### src/rtl/mag_peak_pkg.sv
// mag_peak_pkg: shared FSM state type and default widths for the peak detector
package mag_peak_pkg;

    localparam int unsigned MAG_LEN   = 64;
    localparam int unsigned INDEX_LEN = 32;
    localparam int unsigned TUSER_LEN = 32;
    localparam int unsigned CNT_LEN   = 16;

    typedef enum logic {
        IDLE  = 1'b0,
        ACCUM = 1'b1
    } state_e;

endpackage

### src/rtl/mag_peak_detect.sv
// mag_peak_detect: per-frame peak search over a magnitude-squared sample stream
//
// Ports:
//   clk, aresetn          clock and asynchronous active-low reset
//   mag_sq/mag_tvalid     sample and valid (no backpressure)
//   mag_tlast             last sample of a frame (qualified by mag_tvalid)
//   mag_tuser             frame tag captured on the first sample of a frame
//   mag_index             index of the sample
//   mag_overflow          upstream overflow flag, OR-accumulated per frame
//   peak_*                registered frame result, stable until the next peak_valid
//   peak_valid            one-cycle strobe, one cycle after the tlast sample
//
// Build option MAG_PEAK_THRESHOLD_EN adds input threshold and output above_count
// (saturating per-frame count of samples strictly above threshold).
module mag_peak_detect #(
    parameter int MAG_LEN   = mag_peak_pkg::MAG_LEN,
    parameter int TUSER_LEN = mag_peak_pkg::TUSER_LEN,
    parameter int INDEX_LEN = mag_peak_pkg::INDEX_LEN,
    parameter int CNT_LEN   = mag_peak_pkg::CNT_LEN
) (
    input  logic                 clk,
    input  logic                 aresetn,
`ifdef MAG_PEAK_THRESHOLD_EN
    input  logic [MAG_LEN-1:0]   threshold,
    output logic [CNT_LEN-1:0]   above_count,
`endif
    input  logic [MAG_LEN-1:0]   mag_sq,
    input  logic                 mag_tvalid,
    input  logic                 mag_tlast,
    input  logic [TUSER_LEN-1:0] mag_tuser,
    input  logic [INDEX_LEN-1:0] mag_index,
    input  logic                 mag_overflow,
    output logic [MAG_LEN-1:0]   peak_mag,
    output logic [INDEX_LEN-1:0] peak_index,
    output logic [TUSER_LEN-1:0] peak_tuser,
    output logic [CNT_LEN-1:0]   peak_count,
    output logic                 peak_overflow,
    output logic                 peak_valid
);
    import mag_peak_pkg::*;

    state_e                 state_q, state_d;
    logic [MAG_LEN-1:0]     run_mag_q, run_mag_d;
    logic [INDEX_LEN-1:0]   run_idx_q, run_idx_d;
    logic [TUSER_LEN-1:0]   run_tuser_q, run_tuser_d;
    logic [CNT_LEN-1:0]     run_cnt_q, run_cnt_d;
    logic                   run_ovf_q, run_ovf_d;
    logic [MAG_LEN-1:0]     peak_mag_q, peak_mag_d;
    logic [INDEX_LEN-1:0]   peak_idx_q, peak_idx_d;
    logic [TUSER_LEN-1:0]   peak_tuser_q, peak_tuser_d;
    logic [CNT_LEN-1:0]     peak_cnt_q, peak_cnt_d;
    logic                   peak_ovf_q, peak_ovf_d;
    logic                   peak_valid_q, peak_valid_d;
    logic                   first;
    logic                   take;
    logic                   done;

    // Every frame ends by returning to IDLE, so IDLE always means "next valid
    // sample opens a frame", including the cycle right after a tlast.
    assign first = (state_q == IDLE);
    // Strict compare keeps the earliest index on ties.
    assign take  = first || (mag_sq > run_mag_q);
    assign done  = mag_tvalid && mag_tlast;

    always_comb begin
        state_d      = state_q;
        run_mag_d    = run_mag_q;
        run_idx_d    = run_idx_q;
        run_tuser_d  = run_tuser_q;
        run_cnt_d    = run_cnt_q;
        run_ovf_d    = run_ovf_q;
        if (mag_tvalid) begin
            state_d     = mag_tlast ? IDLE : ACCUM;
            run_mag_d   = take ? mag_sq : run_mag_q;
            run_idx_d   = take ? mag_index : run_idx_q;
            run_tuser_d = first ? mag_tuser : run_tuser_q;
            run_cnt_d   = first ? CNT_LEN'(1)
                        : (&run_cnt_q) ? run_cnt_q : run_cnt_q + CNT_LEN'(1);
            run_ovf_d   = first ? mag_overflow : (run_ovf_q | mag_overflow);
        end
    end

    // Result registers load the running state including the tlast sample.
    always_comb begin
        peak_valid_d = done;
        peak_mag_d   = done ? run_mag_d   : peak_mag_q;
        peak_idx_d   = done ? run_idx_d   : peak_idx_q;
        peak_tuser_d = done ? run_tuser_d : peak_tuser_q;
        peak_cnt_d   = done ? run_cnt_d   : peak_cnt_q;
        peak_ovf_d   = done ? run_ovf_d   : peak_ovf_q;
    end

    always_ff @(posedge clk or negedge aresetn) begin
        if (!aresetn) begin
            state_q      <= IDLE;
            run_mag_q    <= '0;
            run_idx_q    <= '0;
            run_tuser_q  <= '0;
            run_cnt_q    <= '0;
            run_ovf_q    <= 1'b0;
            peak_mag_q   <= '0;
            peak_idx_q   <= '0;
            peak_tuser_q <= '0;
            peak_cnt_q   <= '0;
            peak_ovf_q   <= 1'b0;
            peak_valid_q <= 1'b0;
        end else begin
            state_q      <= state_d;
            run_mag_q    <= run_mag_d;
            run_idx_q    <= run_idx_d;
            run_tuser_q  <= run_tuser_d;
            run_cnt_q    <= run_cnt_d;
            run_ovf_q    <= run_ovf_d;
            peak_mag_q   <= peak_mag_d;
            peak_idx_q   <= peak_idx_d;
            peak_tuser_q <= peak_tuser_d;
            peak_cnt_q   <= peak_cnt_d;
            peak_ovf_q   <= peak_ovf_d;
            peak_valid_q <= peak_valid_d;
        end
    end

    assign peak_mag      = peak_mag_q;
    assign peak_index    = peak_idx_q;
    assign peak_tuser    = peak_tuser_q;
    assign peak_count    = peak_cnt_q;
    assign peak_overflow = peak_ovf_q;
    assign peak_valid    = peak_valid_q;

`ifdef MAG_PEAK_THRESHOLD_EN
    logic                   hit;
    logic [CNT_LEN-1:0]     run_above_q, run_above_d;
    logic [CNT_LEN-1:0]     above_q, above_d;

    assign hit = mag_sq > threshold;

    always_comb begin
        run_above_d = run_above_q;
        if (mag_tvalid) begin
            run_above_d = first ? CNT_LEN'(hit)
                        : (hit && !(&run_above_q)) ? run_above_q + CNT_LEN'(1) : run_above_q;
        end
        above_d = done ? run_above_d : above_q;
    end

    always_ff @(posedge clk or negedge aresetn) begin
        if (!aresetn) begin
            run_above_q <= '0;
            above_q     <= '0;
        end else begin
            run_above_q <= run_above_d;
            above_q     <= above_d;
        end
    end

    assign above_count = above_q;
`endif

endmodule

### config.mk
export PLATFORM = sky130hd
export DESIGN_NAME = mag_peak_detect
export DESIGN_NICKNAME = d
export VERILOG_FILES = /design/src/rtl/mag_peak_pkg.sv /design/src/rtl/mag_peak_detect.sv
export SDC_FILE = /design/constraint.sdc
export NUM_CORES = 1
export LEC_CHECK = 0
export ABC_AREA = 0
export CORE_ASPECT_RATIO = 1.5
export CORE_UTILIZATION = 25
export DETAILED_ROUTE_END_ITERATION = 10
export GPL_TIMING_DRIVEN = 0
export PLACE_DENSITY_LB_ADDON = 0.15
export SLEW_MARGIN = 20
export SYNTH_ARGS = -nofsm -noshare
export SYNTH_HDL_FRONTEND = slang
export SYNTH_SLANG_ARGS = --single-unit
export TNS_END_PERCENT = 100
### constraint.sdc
create_clock -name clk -period 3.5 [get_ports clk]
set_input_delay 0.7 -clock clk [delete_from_list [all_inputs] [get_ports clk]]
set_output_delay 0.7 -clock clk [all_outputs]
set_load 0.05 [all_outputs]
==> results by group <==
CTS
  – CTS tree: yes
  – Worst skew pair latency: 0.55 ns
  – Depth of the CTS H-tree: 2
  – Hold buffers post-CTS: 0
  – Clock root buffer: clkbuf_16
  – Clock Path Buffers: 3
  – CTS buffer count: 35
  – Worst-path clk slew: 0.06 ns
  – Clock sink count: 292

Worst setup path
  – Max FO, Critical Path: 10
  – Crit path required time: 3.92 ns
  – Crit Path Category: in2reg
  – CP endpoint kind: register
  – CP arrival: 3.76 ns
  – R2R cell count: 10
  – Worst setup SP type: input port

Die
  – Die Ht: 296 um
  – # IOs: 279
  – Initial Util: 0.253
  – Die Footprint: 58,500 um2
  – Core area: 56,800 um2
  – # rows: 107
  – Width of the die: 198 um

Cells and area
  – Fill cells: 5,861
  – Most used cells in the layout excluding fill and tap cells: nor2_1, dfrtp_1, clkdlybuf4s50_1
  – Final #Nets: 1,889
  – Area Overhead vs Synth: 35.2%
  – Commonest non-fill, non-tap cell in the layout: nor2_1
  – Layout cell share with drive strength beyond 1: 0.175

STA
  – Max frequency: 299 MHz
  – Tmin final: 3.34 ns
  – Clock skew: 0.0184 ns
  – Max_slew headroom: 0.470
  – Slew Viols, Final: 0
  – Tightest Pin Transition: 0.795 ns
  – Fin. Hold Viols: 0
  – # setup viols final: 0
  – RSZ-0062 raised after global routing: false
  – Setup_tns: 0 ns
  – Final period utilization: 0.954

Pwr
  – Peak VDD IR: 0.362 mV
  – Final Total Pwr: 16.7 mW
  – PwrDens: 861 nW/um2
  – Leakage power: 8.44 nW

GRT
  – Vias in the first global route: 12,013
  – Grt ovf: 0
  – Antenna violations before repair: 2
  – Global-route wire length before repair: 71,900 um
  – All-Layer GR Usage: 0.161
  – Largest net degree at the start of global routing: 87

Detailed routing
  – Routed wl met2: 23,400 um
  – WL final: 46,600 um
  – DR WL/cell: 18.8 um
  – Vias per cell: 4.55
  – Top layer in use: met5
  – DR iter-0 viols: 328
  – Routed Antenna Nets: 0
  – Met3 WL: 3270 um
  – DRT met1 WL: 18,700 um
  – DRC viols: 0
  – Vias: 11,286
  – Drt first pass iters: 4

Job
  – Max Cap Viol: 0

Logic synthesis
  – Syn Nets: 1,571
  – Post-synthesis register bit count: 292
  – Prevailing post-synth register cell: dfrtp_1
  – Avg Synthesized Cell Area: 10.5 um2
  – Warnings, synthesis: 0
  – Post-synth EDFFs: 0
  – Ys async rst share: 1.00
  – Post-Syn Area: 14,400 um2
  – Post-Synthesis Cells: 1,373
  – Register area share after synthesis: 0.509
  – Count of different cell masters after synthesis: 49

Place
  – I/O Buffers: 278
  – GP Congestion: 0.780
  – Detail Placement HPWL: 33,600 um

Run status
  – Status: completed

Worst hold path
  – HP Class: in2async
-- path summary, 6_finish.rpt --
path / slack [ns] / to / startpoint
max: 0.16 / run_mag_q[7] / mag_sq[19]
min in group clk: 0.47 / run_tuser_q[24] / run_tuser_q[24]
max in group asynchronous: 2.12 / run_cnt_q[0] / aresetn
max reg2reg: 0.44 / run_mag_q[7] / run_mag_q[26]
min: 0.15 / run_mag_q[44] / aresetn
min reg2reg: 0.47 / run_tuser_q[24] / run_tuser_q[24]
-- final cells by class --
type	count	area, um2	share of cell area
inverters	68	255	0.0131
diodes	2	5.00	0.000258
multi-input cells	929	6430	0.331
clock buffers	52	1020	0.0525
flip-flops and latches	292	7310	0.376
well taps	763	955	0.0491
repair buffers	281	2870	0.148
clock inverters	11	126	0.00651
plain buffers	84	458	0.0236
-- worst max-delay path, cell delays in order --
cell and delay (ns):
clkdlybuf4s50_1 0.48, ha_1 0.36, nand4_1 0.22, nor4_4 0.42, nand4_1 0.26, o2111a_1 0.36
a21boi_1 0.17, buf_6 0.19, buf_4 0.23, mux2_2 0.36
-- sequential cells by signal (all words and copies together) (netlist names), 16 cells and up --
name and count:
peak_count 16, peak_index 32, peak_mag 64, peak_tuser 32, run_cnt_q 16, run_idx_q 32, run_mag_q 64, run_tuser_q 32
-- power breakdown --
group          switching [mW]  leakage (nW)  internal (mW)
Combinational            4.68          4.46           2.91
Clock                    1.56         0.568           2.18
Sequential              0.778          3.41           4.61
Total                    7.02          8.44           9.71
-- logic make-up after synthesis --
family                     synth area share
AOI/OAI and AO/OA                     0.150
xor gates and xnor gates            0.00549
adders and majority gates            0.0566
buffers and inverters                0.0472
DFF                                   0.509
muxes                                0.0801
and+or+nand+nor                       0.152
-- per-stage QoR --
| step | cell area, um2 | util | hold slack [ns] | setup WS [ns] | std cells |
|---|---|---|---|---|---|
| 6_report | 19400 | 0.342 | 0.149 | 0.160 | 2482 |
| 3_5_place_dp | 18200 | 0.321 | 0.458 | -1.18 | 2417 |
| 3_3_place_gp | 18100 | 0.319 | 0.453 | -12.27 | 2414 |
| 2_1_floorplan | 14400 | - | 0.404 | 0.702 | 1373 |
| 5_1_grt | 19400 | 0.342 | 0.178 | 0.00901 | 2480 |
| 4_1_cts | 19400 | 0.342 | 0.161 | 0.0163 | 2480 |
-- Yosys cell counts, types with 2 or more instances --
cell type	n	area, um2
a22o_1	2	17.5
o21ai_0	8	40.0
buf_4	15	113
xnor2_1	3	26.3
nor2b_1	4	25.0
mux2_2	84	946
buf_6	4	45.0
inv_1	66	248
and4_1	2	17.5
buf_1	2	7.51
xor2_1	6	52.6
nor4_1	3	18.8
or2_2	2	12.5
a21o_1	9	67.6
o31ai_1	14	105
clkinv_1	2	7.51
nand2_1	144	541
ha_1	65	813
nand4_1	18	113
clkbuf_1	46	173
nor3_1	2	10.0
buf_2	17	85.1
a21oi_1	33	165
a221oi_2	95	1430
mux2_4	10	150
nor2_1	347	1300
a221oi_1	2	17.5
nand3_1	18	90.1
dfrtp_1	292	7310
a31oi_1	33	206
mux2_1	4	45.0
and3_1	4	25.0
-- routing by layer --
metal	GRT usage	vias to the layer above
li1	-	5405
met1	0.184	5532
met2	0.286	281
met3	0.0486	64
met4	0.0516	4
met5	0	-
-- what timing repair did --
item,CTS,global route
pin swaps,0,3
setup endpoints to repair,186,136
setup buffers,0,0
gates resized for setup,13,14
(Power assumes the default switching activity.)
